### config.mk
export PLATFORM = sky130hd
export DESIGN_NAME = if_layer_scheduler
export DESIGN_NICKNAME = d
export VERILOG_FILES = /design/src/rtl/if_pkg.sv /design/src/rtl/if_refrac_counter.sv /design/src/rtl/if_layer_scheduler.sv
export SDC_FILE = /design/constraint.sdc
export NUM_CORES = 1
export LEC_CHECK = 0
export ABC_AREA = 1
export BUFFER_PORTS_ARGS = -buffer_cell sky130_fd_sc_hd__buf_2
export CAP_MARGIN = 20
export CORE_MARGIN = 2
export CORE_UTILIZATION = 53
export CTS_CLUSTER_SIZE = 8
export DETAILED_ROUTE_END_ITERATION = 8
export GPL_ROUTABILITY_DRIVEN = 0
export HOLD_SLACK_MARGIN = 0.15
export PLACE_DENSITY = 0.89
export SYNTH_ARGS = -nofsm -noshare
export SYNTH_HDL_FRONTEND = slang
export SYNTH_SLANG_ARGS = --single-unit
export TNS_END_PERCENT = 5
### constraint.sdc
create_clock -name clk -period 1.8 [get_ports clk]
set_input_delay 0.09 -clock clk [delete_from_list [all_inputs] [get_ports clk]]
set_output_delay 0.09 -clock clk [all_outputs]
set_load 0.05 [all_outputs]
### src/rtl/if_pkg.sv
// rtl/if_pkg.sv - shared types, width helpers and reset constants for the IF layer scheduler
package if_pkg;

    typedef enum logic [1:0] {
        ST_IDLE = 2'd0,
        ST_RUN  = 2'd1,
        ST_DONE = 2'd2
    } state_t;

    localparam logic NRST_INIT = 1'b1;

    function automatic int cnt_width(input int steps);
        return $clog2(steps + 1);
    endfunction

    function automatic int idx_width(input int n);
        return (n <= 1) ? 1 : $clog2(n);
    endfunction

endpackage

### src/rtl/if_refrac_counter.sv
// rtl/if_refrac_counter.sv - per-neuron refractory down-counter driving one neuron reset bit
module if_refrac_counter
    import if_pkg::*;
#(
    parameter int REFRAC = 5
) (
    input  logic clk,
    input  logic rst,
    input  logic clear,
    input  logic en,
    input  logic spike,
    output logic accept,
    output logic neuron_rst
);

    localparam int RC_W = $clog2(REFRAC + 2);

    logic [RC_W-1:0] r_cnt;
    logic            r_rst;

    // Refractory is tracked by the counter, not r_rst, since r_rst is forced high outside RUN.
    assign accept     = en && spike && (r_cnt == '0);
    assign neuron_rst = r_rst;

    always_ff @(posedge clk or posedge rst) begin
        if (rst) begin
            r_cnt <= '0;
            r_rst <= NRST_INIT;
        end else if (clear) begin
            r_cnt <= '0;
            r_rst <= NRST_INIT;
        end else if (accept) begin
            r_cnt <= RC_W'(REFRAC + 1);
            r_rst <= 1'b1;
        end else if (r_cnt != '0) begin
            r_cnt <= r_cnt - RC_W'(1);
            r_rst <= (r_cnt > RC_W'(1));
        end else begin
            r_rst <= 1'b0;
        end
    end

endmodule

### src/rtl/if_layer_scheduler.sv
// rtl/if_layer_scheduler.sv - windowed IF layer sequencer with refractory hold and spike-count winner
// IF_SPIKE_COUNT_EN: when defined, per-neuron spike counters and winner selection are built.
module if_layer_scheduler
    import if_pkg::*;
#(
    parameter  int REFRAC      = 5,
    parameter  int NUM_OUTPUTS = 4,
    parameter  int NUM_STEPS   = 16,
    localparam int CNT_W       = cnt_width(NUM_STEPS),
    localparam int IDX_W       = idx_width(NUM_OUTPUTS)
) (
    input  logic                         clk,
    input  logic                         rst,
    input  logic                         start,
    input  logic [NUM_OUTPUTS-1:0]       spike_in,
    output logic [NUM_OUTPUTS-1:0]       neuron_rst,
    output logic                         neuron_en,
    output logic                         busy,
    output logic                         done,
    output logic [CNT_W-1:0]             step_cnt,
    output logic [NUM_OUTPUTS*CNT_W-1:0] spike_cnt,
    output logic [IDX_W-1:0]             winner,
    output logic                         winner_valid
);

    state_t                   r_state;
    state_t                   w_next;
    logic [CNT_W-1:0]         r_step;
    logic                     r_neuron_en;
    logic                     w_start;
    logic                     w_clear;
    logic [NUM_OUTPUTS-1:0]   w_accept;

    always_ff @(posedge clk or posedge rst) begin
        if (rst) r_state <= ST_IDLE;
        else     r_state <= w_next;
    end

    always_comb begin
        w_next = r_state;
        case (r_state)
            ST_IDLE: if (start) w_next = ST_RUN;
            ST_RUN:  if (r_step == CNT_W'(NUM_STEPS - 1)) w_next = ST_DONE;
            ST_DONE: w_next = ST_IDLE;
            default: w_next = ST_IDLE;
        endcase
    end

    assign w_start = (r_state == ST_IDLE) && start;
    // Driven from next state so neuron_rst is a plain register that already reads all-ones in DONE/IDLE.
    assign w_clear = (w_next != ST_RUN);

    always_ff @(posedge clk or posedge rst) begin
        if (rst) begin
            r_step      <= '0;
            r_neuron_en <= 1'b0;
        end else begin
            r_neuron_en <= (w_next == ST_RUN);
            if (w_start)                 r_step <= '0;
            else if (r_state == ST_RUN)  r_step <= r_step + 1'b1;
        end
    end

    for (genvar i = 0; i < NUM_OUTPUTS; i++) begin : g_neuron
        if_refrac_counter #(.REFRAC(REFRAC)) u_refrac (
            .clk        (clk),
            .rst        (rst),
            .clear      (w_clear),
            .en         (r_state == ST_RUN),
            .spike      (spike_in[i]),
            .accept     (w_accept[i]),
            .neuron_rst (neuron_rst[i])
        );
    end

    assign neuron_en = r_neuron_en;
    assign busy      = (r_state != ST_IDLE);
    assign done      = (r_state == ST_DONE);
    assign step_cnt  = r_step;

`ifdef IF_SPIKE_COUNT_EN
    logic [CNT_W-1:0] r_cnt [NUM_OUTPUTS];
    logic [CNT_W-1:0] w_best_cnt;
    logic [IDX_W-1:0] w_best_idx;
    logic [IDX_W-1:0] r_winner;
    logic             r_winner_valid;

    always_ff @(posedge clk or posedge rst) begin
        if (rst || w_start) begin
            for (int i = 0; i < NUM_OUTPUTS; i++) r_cnt[i] <= '0;
        end else begin
            for (int i = 0; i < NUM_OUTPUTS; i++)
                if (w_accept[i]) r_cnt[i] <= r_cnt[i] + 1'b1;
        end
    end

    // Strict compare keeps the lowest index on ties.
    always_comb begin
        w_best_cnt = '0;
        w_best_idx = '0;
        for (int i = 0; i < NUM_OUTPUTS; i++) begin
            if (r_cnt[i] > w_best_cnt) begin
                w_best_cnt = r_cnt[i];
                w_best_idx = IDX_W'(i);
            end
        end
    end

    always_ff @(posedge clk or posedge rst) begin
        if (rst) begin
            r_winner       <= '0;
            r_winner_valid <= 1'b0;
        end else if (w_start) begin
            r_winner_valid <= 1'b0;
        end else if (r_state == ST_DONE) begin
            r_winner       <= w_best_idx;
            r_winner_valid <= (w_best_cnt != '0);
        end
    end

    for (genvar i = 0; i < NUM_OUTPUTS; i++) begin : g_cnt_out
        assign spike_cnt[i*CNT_W +: CNT_W] = r_cnt[i];
    end
    assign winner       = r_winner;
    assign winner_valid = r_winner_valid;
`else
    logic w_unused_accept;
    assign w_unused_accept = ^w_accept;
    assign spike_cnt       = '0;
    assign winner          = '0;
    assign winner_valid    = 1'b0;
`endif

endmodule

# Yosys cells after proc, flatten, opt, wreduce, memory -nomap -nowiden

Cells that the tools add are included.

Register bits after elaboration: 24
Bits in latches: 0
Memory bits (writable): 0
Memories: 0
Memory bits (read-only): 0
Input bits: 7
Word-level logic and storage cells: 78

Reductions and logical operators: 24
Multiply operators: 0
Shifts and indexed selects: 0
Divide/modulo/power cells: 0
Bitwise logic cells: 0
Add/subtract/negate cells: 5
Multiplexer cells: 29
Order comparisons: 4
Eq/ne operators: 5

Operators with widths:

| kind                  | count |
|---|---|
| $mux W3               | 12 |
| $reduce_bool A3 Y1    | 8 |
| $gt A3 B1 Y1 const B  | 4 |
| $logic_not A3 Y1      | 4 |
| $mux W1               | 12 |
| $sub A3 B1 Y3 const B | 4 |
| $mux W5               | 2 |
| $logic_and A1 B1 Y1   | 9 |
| $add A5 B1 Y5 const B | 1 |
| $eq A5 B4 Y1 const B  | 1 |
| $eq A2 B1 Y1 const B  | 2 |
| $mux W2               | 2 |
| $pmux W2 S2           | 1 |
| $reduce_bool A2 Y1    | 2 |
| $eq A2 B2 Y1 const B  | 1 |
| $logic_not A2 Y1      | 1 |
| $ne A2 B1 Y1 const B  | 1 |

# Depth between registers and ports, before layout

Word-level depth: 5
Mapped depth: 9
Gate-level depth less buffers: 8

# Cells and area by module

A second synthesis with hierarchy kept.

Cell total of the unflattened synthesis: 207
Area total of the unflattened synthesis: 1689.1 µm²

By module, submodules not included:

| module             | seq. area each (µm²) | cells each | times used | area an instance (µm²) |
|---|---|---|---|---|
| if_refrac_counter  | 101.3                | 34         | 4          | 277.8 |
| if_layer_scheduler | 200.2                | 71         | 1          | 578.1 |

# Least setup slack after synthesis

Ideal clock, no wire load.

Kind: reg-to-reg
Start: register r_step[0] (netlist: step_cnt[0])
End: register g_neuron[0].u_refrac.r_cnt[0]
Required time: 1.731 ns
Data arrival time: 1.714 ns
Path buffers: 1
Cell stages (with the launch flop): 10
Library setup time: 0.069 ns
Slack: 0.017 ns
Period minus slack after synthesis: 1.783 ns
Cell sequence: dfrtp_1 > ha_1 > and3_1 > ha_1 > inv_1 > nand3_1 > nand2_2 > buf_6 > nand2_2 > nor2_2

Cells in the longest elaborated chain, start to end: 5
Elaborated cells between the ends (all ways): 6

Ends and longest elaborated chain:

| what                                                    | RTL line                 | source |
|---|---|---|
| from (decl)                                             | if_layer_scheduler.sv:28 | `logic [CNT_W-1:0] r_step;` |
| from (signal assigned)                                  | if_layer_scheduler.sv:60 | `else if (r_state == ST_RUN) r_step <= r_step + 1'b1;` |
| $eq A5 B4 Y1 *                                          | if_layer_scheduler.sv:43 | `ST_RUN: if (r_step == CNT_W'(NUM_STEPS - 1)) w_next = ST_DONE;` |
| $mux W2 *                                               | if_layer_scheduler.sv:43 |  |
| $pmux W2 S2 *                                           | if_layer_scheduler.sv:41 | `case (r_state)` |
| via w_next[0]                                           | if_layer_scheduler.sv:27 | `state_t w_next;` |
| $ne A2 B1 Y1 *                                          | if_layer_scheduler.sv:51 | `assign w_clear = (w_next != ST_RUN);` |
| $reduce_bool A3 Y1 (no line) or $mux W3 (tied branches) | -                        |  |
| to (signal assigned)                                    | if_refrac_counter.sv:33  | `r_cnt <= RC_W'(REFRAC + 1);` |
| to (signal assigned)                                    | if_refrac_counter.sv:36  | `r_cnt <= r_cnt - RC_W'(1);` |
| to (decl)                                               | if_refrac_counter.sv:18  | `logic [RC_W-1:0] r_cnt;` |

Mark *: on every way through the listed nets, which the timed path passes. The rest lies on a longest branch.
A chain may end at the register's enable or synchronous reset.

# Final worst setup path

Start: register r_step[0] (netlist: step_cnt[0])
End: register g_neuron[3].u_refrac.r_cnt[0]

Cells in the longest elaborated chain, start to end: 5
Elaborated cells between the ends (all ways): 6

Ends and longest elaborated chain:

| what                                                    | RTL line |
|---|---|
| $eq A5 B4 Y1 *                                          | if_layer_scheduler.sv:43 |
| $mux W2 *                                               | if_layer_scheduler.sv:43 |
| $pmux W2 S2 *                                           | if_layer_scheduler.sv:41 |
| $ne A2 B1 Y1 *                                          | if_layer_scheduler.sv:51 |
| $reduce_bool A3 Y1 (no line) or $mux W3 (tied branches) | - |
| to (signal assigned)                                    | if_refrac_counter.sv:33 |
| to (signal assigned)                                    | if_refrac_counter.sv:36 |
| to (decl)                                               | if_refrac_counter.sv:18 |

Every way passes the cells marked *; elsewhere a longest branch is shown, timed or not.

==> run metrics <==
r2r worst-path depth 9; die width 59.80 um; Top Usage Layer GRT met2; cts bufs inserted 3; 1st-pass router iterations 4; Initial Util 54.96%; internal power 1.714 mW; sequential area share after synthesis 36.69%; status complete, no violations; most frequent cell after synthesis nand2_1; WP data required about 2.1 ns; layout cells sized above 1 17.84%; total track usage 18.07%; CTS H-tree lvls 1; Iter 0 DRT Violations 82; post-route setup slack roughly 0.045 ns; Final Slew Violations 0; met2 Usage GRT 31.52%; r2r endpoint g_neuron[3].u_refrac.r_cnt[0]$_DFFE_PP0P_; Hold Crit Start spike_in[0]; M1 GR Usage 20.72%; Yosys reg bits 24; Mapped Area 0.001650 mm^2; Inst Count DP 263; synth cell count leaders nand2_1 (46), inv_1 (33), buf_4 (27), nor2_1 (24), dfrtp_1 (20); asr flop ratio synth 100.0%; Distinct cells, synth 20; Routed WL per cell 10.94 um; Gate Count Post-Synth 216; switching part of the total a little over half; post-synth top area cell dfrtp_1; Detail Placement HPWL approximately 2100 um; Design Power 3.700 mW; hold path depth 4; PwrDens 2084 mW/mm^2; worst-path maximum fanout 8; Worst setup EP type register; final setup fails 0; CTS tree built; first-pass GRT wire length 4830 um; Ant. Diodes 0; Rows 20; WP data arrival 2.03 ns; highest clock rate roughly 0.57 GHz; Congestion Overflow GR 0; Final period util a little over nine tenths; Post-DRT Antenna Nets 0; R2R setup slack 0.05 ns; ys flop type dfrtp_1; Syn Area/Cell 7.640 um^2; worst hold path type input pin to register; peak supply drop 0.9060 mV; CTS Sinks 24; crit path kind register to register; largest net degree at the start of global routing 25; Yosys Warn Count 0; Worst Skew 0.0009444 ns; Reg power frac approximately 28%; crit start category register; DRC viols 0; fin cells 274; P_leak 1.030 nW; Port Buf Inserts 18; final wirelength 2998 um; core area 0.003003 mm^2; max cap viols 0; IO Count 42; Nets 263; CTS root buf clkbuf_4; Gate power share 64.2%; vias in the first global route 1186; Via Count 1310; synth top area cells dfrtp_1 (30%), buf_4 (12%), ha_1 (11%), nand2_1 (10%), inv_1 (7.5%); via/cell ratio ~4.8; Tmin final 1.755 ns; RR Startpoint step_cnt[0]$_DFFE_PP0P_; Area Growth Syn to Fin 7.581%; initial antenna violation count 0; dpl ws 0.07796 ns; EDFF count, synth 0; Clock Power Share 7.9%; Die ar. 0.003576 mm^2; Die Ht 59.80 um; Sw Pwr 1.986 mW; worst skew pair latency 0.32 ns; Setup crit start step_cnt[0]$_DFFE_PP0P_; Worst-path clk slew 0.13 ns; Max Buffers Root-to-Sink 2; met3 usage 4.545%; Synth top area share a little over 30%; endpoints failing hold 0; Hold Path End g_neuron[0].u_refrac.r_cnt[0]$_DFFE_PP0P_
## power groups by stage
stage	clock, mW	combinational [mW]	sequential [mW]
final	0.292	2.38	1.03
after detailed placement	0	2.29	1.04
after CTS	0.296	2.31	1.03
after global routing	0.316	2.69	1.07
after floorplan	0	1.77	1.22
after global placement	0	2.21	1.03
## cells in the final DEF, fill, tap and decap left out, types with 5 or more instances in the layout
cell type,count
dlygate4sd3_1,5
ha_1,14
inv_1,33
conb_1,23
nor2_1,24
buf_2,18
a21oi_1,8
nand2_1,46
dfrtp_1,20
nor2_2,6
nand3_1,17
## kinds of logic after synthesis
| group | synth area share (%) |
|---|---|
| AO/OA/AOI/OAI | 3.942 |
| XOR/XNOR | 1.062 |
| adder cells (fa/ha/maj) | 10.61 |
| buffers and inverters | 20.47 |
| flip-flops | 36.69 |
| other | 0.2272 |
| AND/OR/NAND/NOR | 26.99 |
## sequential cells by signal, indices dropped and copies added (netlist names)
name	flops
g_neuron.u_refrac.neuron_rst	4
g_neuron.u_refrac.r_cnt	12
neuron_en	1
r_state	2
step_cnt	5
## worst max-delay path by stage
stage | endpoint | slack [ns] | cells after the start
2_1_floorplan | g_neuron[0].u_refrac.r_cnt[0]$_DFFE_PP0P_ | 0.02 | 9
3_3_place_gp | g_neuron[2].u_refrac.r_cnt[2]$_DFFE_PP0P_ | 0.15 | 8
3_5_place_dp | g_neuron[2].u_refrac.r_cnt[2]$_DFFE_PP0P_ | 0.08 | 8
4_1_cts | g_neuron[2].u_refrac.r_cnt[2]$_DFFE_PP0P_ | 0.04 | 8
5_1_grt | g_neuron[3].u_refrac.r_cnt[0]$_DFFE_PP0P_ | -0.06 | 9
6_report | g_neuron[3].u_refrac.r_cnt[0]$_DFFE_PP0P_ | 0.05 | 9
## through the flow
| stage | utilization (%) | instance area [um^2] | hold WS (ns) | TNS, ns |
|---|---|---|---|---|
| 5_1_grt | 59.13 | 1775 | 0.1936 | -0.2392 |
| 3_3_place_gp | 55.46 | 1665 | 0.1428 | 0 |
| 4_1_cts | 58.33 | 1752 | 0.1590 | 0 |
| 2_1_floorplan | - | 1733 | 0.1017 | 0 |
| 6_report | 59.13 | 1775 | 0.1593 | 0 |
| 3_5_place_dp | 55.46 | 1665 | 0.1502 | 0 |
## worst max-delay path, stage by stage, from the launching register on
cell	delay, ns
dfrtp_1	0.43
ha_1	0.23
and3_1	0.19
ha_1	0.18
inv_1	0.08
nand3_1	0.15
nand2_4	0.16
buf_4	0.14
nand2_1	0.06
nor2_2	0.08
## layout make-up
type	instances	area, um^2
fillers	270	1227
multi-input cells	153	798.3
flip-flops and latches	24	605.6
repair buffers	27	170.2
inverters	33	123.9
well taps	33	41.29
clock buffers	4	36.28
## routing by layer
layer | routed length [um] | share of wire, %
met2 | 1566 | 52
met4 | 66 | 2.2
met5 | 0 | 0
met3 | 122 | 4.1
met1 | 1243 | 41
## timing repair
action | CTS | global route
hold endpoints to repair | 36 | 0
resized for setup | 0 | 2
setup buffers | 0 | 2
setup endpoints to repair | 0 | 7
hold buffers | 5 | 0
No activity file was read; power rests on OpenSTA's default activity.
